[src/rtl/if_fetch_pkg.sv]
// Purpose: shared constants and the state encoding for the instruction-fetch stage.
// Ports: none (package).
package if_fetch_pkg;

  localparam int INST_ADDR_W = 32;
  localparam int INST_W      = 32;

  localparam logic RST_ENABLE        = 1'b1;
  localparam logic STOP              = 1'b1;
  localparam logic NO_STOP           = 1'b0;
  localparam logic IBUS_REQ_ENABLE   = 1'b1;
  localparam logic IBUS_REQ_DISABLE  = 1'b0;

  localparam logic [INST_W-1:0] ZERO_WORD = 32'h0000_0000;

  typedef enum logic [1:0] {
    S_IDLE = 2'b00,
    S_REQ  = 2'b01,
    S_HOLD = 2'b10
  } if_state_t;

endpackage

[src/rtl/if_fetch_pc_next.sv]
// Purpose: next-PC selection, sequential pc+4 or word-aligned branch target.
// Ports:
//   pc            - current PC
//   branch_flag   - taken branch/jump from ID
//   branch_target - redirect address, low two bits discarded
//   pc_next       - PC to load on an advance edge
module if_fetch_pc_next
  import if_fetch_pkg::*;
(
  input  logic [INST_ADDR_W-1:0] pc,
  input  logic                   branch_flag,
  input  logic [INST_ADDR_W-1:0] branch_target,
  output logic [INST_ADDR_W-1:0] pc_next
);

  logic unused_target_lsbs;
  assign unused_target_lsbs = ^branch_target[1:0];

  // Modulo-2^32 increment: 32'hFFFFFFFC wraps to zero.
  assign pc_next = branch_flag ? {branch_target[INST_ADDR_W-1:2], 2'b00}
                               : pc + 32'd4;

endmodule

[src/rtl/if_fetch.sv]
// Purpose: instruction-fetch stage feeding IF/ID. Owns the PC, drives a
// req/ack instruction bus with arbitrary wait states, and stalls the
// pipeline while a fetch is outstanding.
// Ports:
//   clk, rst         - clock, synchronous active-high reset
//   stall            - pipeline stall vector, bit 0 freezes PC/IF
//   branch_flag_i    - taken redirect resolved in ID
//   branch_target_i  - redirect address
//   ibus_ack_i       - read data valid this cycle
//   ibus_rdata_i     - read data
//   ibus_req_o       - read request, held until acked
//   ibus_addr_o      - read address
//   if_pc, if_inst   - PC/instruction presented to IF/ID (zero = NOP)
//   stallreq_o       - fetch outstanding
//
// state  | meaning
// S_IDLE | first cycle after reset, no request, NOP to IF/ID
// S_REQ  | request on the bus, waiting for / receiving ack
// S_HOLD | pipeline stalled after ack, buffered instruction presented
module if_fetch
  import if_fetch_pkg::*;
#(
  parameter logic [31:0] RESET_PC = 32'h0000_0000
) (
  input  logic                   clk,
  input  logic                   rst,
  input  logic [5:0]             stall,
  input  logic                   branch_flag_i,
  input  logic [INST_ADDR_W-1:0] branch_target_i,
  input  logic                   ibus_ack_i,
  input  logic [INST_W-1:0]      ibus_rdata_i,
  output logic                   ibus_req_o,
  output logic [INST_ADDR_W-1:0] ibus_addr_o,
  output logic [INST_ADDR_W-1:0] if_pc,
  output logic [INST_W-1:0]      if_inst,
  output logic                   stallreq_o
);

  if_state_t             state, state_nxt;
  logic [INST_ADDR_W-1:0] pc, pc_next;
  logic [INST_W-1:0]      inst_buf;
  logic                   advance;
  logic                   capture;

  logic unused_stall;
  assign unused_stall = ^stall[5:1];

  if_fetch_pc_next u_pc_next (
    .pc            (pc),
    .branch_flag   (branch_flag_i),
    .branch_target (branch_target_i),
    .pc_next       (pc_next)
  );

  always_ff @(posedge clk) begin
    if (rst == RST_ENABLE) begin
      state    <= S_IDLE;
      pc       <= RESET_PC;
      inst_buf <= ZERO_WORD;
    end else begin
      state <= state_nxt;
      if (advance) pc <= pc_next;
      if (capture) inst_buf <= ibus_rdata_i;
    end
  end

  // stallreq_o is a function of state and ack only, never of stall.
  always_comb begin
    state_nxt   = state;
    advance     = 1'b0;
    capture     = 1'b0;
    ibus_req_o  = IBUS_REQ_DISABLE;
    ibus_addr_o = pc;
    if_pc       = ZERO_WORD;
    if_inst     = ZERO_WORD;
    stallreq_o  = 1'b0;
    case (state)
      S_IDLE: state_nxt = S_REQ;
      S_REQ: begin
        ibus_req_o = IBUS_REQ_ENABLE;
        if (ibus_ack_i) begin
          if_pc   = pc;
          if_inst = ibus_rdata_i;
          if (stall[0] == NO_STOP) begin
            advance = 1'b1;
          end else begin
            capture   = 1'b1;
            state_nxt = S_HOLD;
          end
        end else begin
          stallreq_o = 1'b1;
        end
      end
      S_HOLD: begin
        if_pc   = pc;
        if_inst = inst_buf;
        if (stall[0] == NO_STOP) begin
          advance   = 1'b1;
          state_nxt = S_REQ;
        end
      end
      default: state_nxt = S_IDLE;
    endcase
  end

endmodule
[config.mk]
export PLATFORM = sky130hd
export DESIGN_NAME = if_fetch
export DESIGN_NICKNAME = d
export VERILOG_FILES = /design/src/rtl/if_fetch_pkg.sv /design/src/rtl/if_fetch_pc_next.sv /design/src/rtl/if_fetch.sv
export SDC_FILE = /design/constraint.sdc
export NUM_CORES = 1
export LEC_CHECK = 0
export CAP_MARGIN = 25
export CORE_AREA = 5 5 106 108
export DETAILED_ROUTE_END_ITERATION = 8
export DIE_AREA = 0 0 111 113
export MAX_ROUTING_LAYER = met4
export PLACE_DENSITY_LB_ADDON = 0.1
export SLEW_MARGIN = 15
export SYNTH_ARGS = -nofsm -noshare
export SYNTH_HDL_FRONTEND = slang
export SYNTH_HIERARCHICAL = 1
export SYNTH_SLANG_ARGS = --single-unit
[constraint.sdc]
create_clock -name clk -period 2.5 [get_ports clk]
set_input_delay 0.25 -clock clk [delete_from_list [all_inputs] [get_ports clk]]
set_output_delay 0.25 -clock clk [all_outputs]
set_load 0.01 [all_outputs]
==> impl_results.md <==
- CP startpoint kind: flop
- Crit Path Max Fanout: 32
- Post-synthesis cell type count: 46
- Max-Cap Viols: 0
- Syn Inst Count: between 500 and 600
- CP Cell Sequence: clkinvlp_4, ha_4, buf_8, nor2b_1, clkdlybuf4s50_1
- Vias per cell: 5.27
- All-Layer GR Usage: 22.0%
- Die Ht: 113 um
- Top cells by count, synth: 92 x nand2_1, 66 x dfxtp_1, 65 x nand2b_1
- Met1 Wirelength: 6.06 mm
- Worst Tran Pin Value: ~0.60 ns
- Synth top area share: between 20% and 30%
- Hold Path Class: flop to flop
- Largest net degree at the start of global routing: 100
- Hold Violations, Final: 0
- Routed WL: 13.8 mm
- Finish-stage setup viols: 0
- Vias in the first global route: 4,581
- Max layer used: met4
- Synth warn: 6
- Layout cell share with drive strength beyond 1: ~8.5%
- CP Class: flop to output port
- GRT Residual Overflow: 0
- Crit-path slowest cell: clkdlybuf4s50_1
- # H-tree levels: 3
- Register area share after synthesis: 29.7%
- Reg2Reg Setup Slack: 0.18 ns
- Clk_skew: 0.0122 ns
- Net count, final: 831
- Most common cell in the netlist: nand2_1
- Global-route wire length before repair: about 23 mm
- CTS Buf Count: 9
- Standby leakage power: 2.83 nW
- Number of synthesized register bits: 66
- Syn nets: 672
- Drt wl/cell: 15.5 um
- Largest area contributor in the synthesized netlist: dfxtp_1
- Core ar.: 10,100 um^2
- Row count: 37
- Routed wl met2: 6.95 mm
- Avg Cell Area, Syn: 7.54 um^2
- Crit. End Element: output port
- # port buffers: 164
- Via count: around 4,700
- Antenna diodes: 0
- Critical Path AT: around 2.2 ns
- Initial antenna violation count: 0
- Clock Latency Late Sink: 0.33 ns
- Ys flop type: dfxtp_1
- Slew Viols, Final: 0
- First drt pass iteration count: 4
- P&R area growth vs syn: 52.7%
- Met3 wire length: 680 um
- Post-Synthesis Cell Area: 4450 um^2
- Drt drc: 0
- Power per cell area: about 600 nW/um^2
- CTS tree: yes
- WP data required: 2.25 ns
- Clock transition at path regs: around 0.070 ns
- GPL Wtd Cong: between 0.8 and 0.9
- Final Cycle Share: between 90% and 100%
- Max Clk Rate: about 0.42 GHz
- Fin crit period: roughly 2.4 ns
- Die area: 12,500 um^2
- DRT antenna net count: 0
- Post-synth EDFFs: 0
- Ranking of synthesized cells by area: dfxtp_1 30%, nand2b_1 9.1%, nand2_1 7.8%
- Relative slew slack: between 60% and 70%
- Initial Util: between 40% and 50%
- Root buffer cell: clkbuf_8
- Setup TNS: 0 ns
- Outcome: complete, no violations
- Clock sinks: 66
- Worst vdd ir: 0.370 mV
- I/O Pins: 172
- Die extent in x: 111 um
- DR iter-0 viols: about 350
- Synth async-reset ratio: 0%
- Clock buffer depth: 2
- HPWL after DPL: between 9 and 10 mm
- Crit-path max cell delay: 0.55 ns
- Final Util: 67.1%
[cells by family after synthesis]
| group | synth area share, % |
|---|---|
| compound gates | 15.4 |
| xor+xnor | 2.75 |
| fa+ha+maj | 1.97 |
| buf+inv | 5.14 |
| flops | 29.7 |
| mux | 7.78 |
| simple gates | 37.3 |
[report_power, final]
| part | internal (mW) | switching [mW] |
|---|---|---|
| combinational | 0.791 | 0.728 |
| clock | 0.795 | 0.435 |
| sequential | 1.13 | 0.0860 |
| total | 2.72 | 1.25 |
[per-stage QoR]
| step | setup slack (ns) | total power [mW] | instances | hold WS (ns) | cell area, um^2 |
|---|---|---|---|---|---|
| 3_5_place_dp | 0.196 | 2.58 | 872 | 0.447 | 6330 |
| 5_1_grt | -0.0119 | 4.21 | 891 | 0.412 | 6800 |
| 4_1_cts | -0.00124 | 3.86 | 888 | 0.415 | 6630 |
| 6_report | 0.0976 | 3.97 | 891 | 0.457 | 6800 |
| 2_1_floorplan | 0.292 | 2.03 | 591 | 0.386 | 4450 |
| 3_3_place_gp | 0.240 | 2.54 | 872 | 0.441 | 6330 |
[registers in the layout (all words and copies together) (netlist names)]
signal	flops
ibus_addr_o	32
inst_buf	32
state	2
[area by class of cell]
class	count	area, um^2
clock buffer	10	138
clock inverter	6	138
fill	859	3340
inverter	8	33.8
multi-input combinational	470	2960
sequential	66	1330
tap	136	170
timing repair buffer	195	2040
[cell usage in the layout (no fill, tap or decap), types with 23 or more instances in the layout]
master,n
clkdlybuf4s50_1,127
nand2_1,92
nand2b_1,65
dfxtp_1,64
nor2b_1,37
a21oi_1,35
dlymetal6s2s_1,35
and2_1,32
a22oi_1,32
mux2i_1,32
buf_4,24
o21ai_0,23
[layer usage]
metal,track usage [%],vias up
met3,5.08,14
met1,27.1,2180
met2,37.0,156
li1,-,2347
met5,-,-
met4,4.68,0
[path summary, 6_finish.rpt]
path,cells past startpoint,start,end
worst min register to register,2,inst_buf[10]$_SDFFE_PP0P_,inst_buf[10]$_SDFFE_PP0P_
worst max-delay path,5,state[0]$_SDFFE_PP0P_,if_inst[28]
worst max register to register,6,ibus_addr_o[8]$_SDFFE_PP0P_,ibus_addr_o[23]$_SDFFE_PP0P_
worst min-delay path,2,inst_buf[10]$_SDFFE_PP0P_,inst_buf[10]$_SDFFE_PP0P_
[worst max-delay path, delay by kind of cell (launching register included)]
family | cells | cell delay, ns
DFF | 1 | 0.40
buffers and inverters | 3 | 0.90
adders and majority gates | 1 | 0.32
and+or+nand+nor | 1 | 0.18
[repair_timing]
action                     CTS  global route
cloned                       0             1
resized for setup           10            43
buffers inserted             0             2
setup endpoints to repair   63            62
hold buffers                 0             0
(Power assumes the default switching activity.)
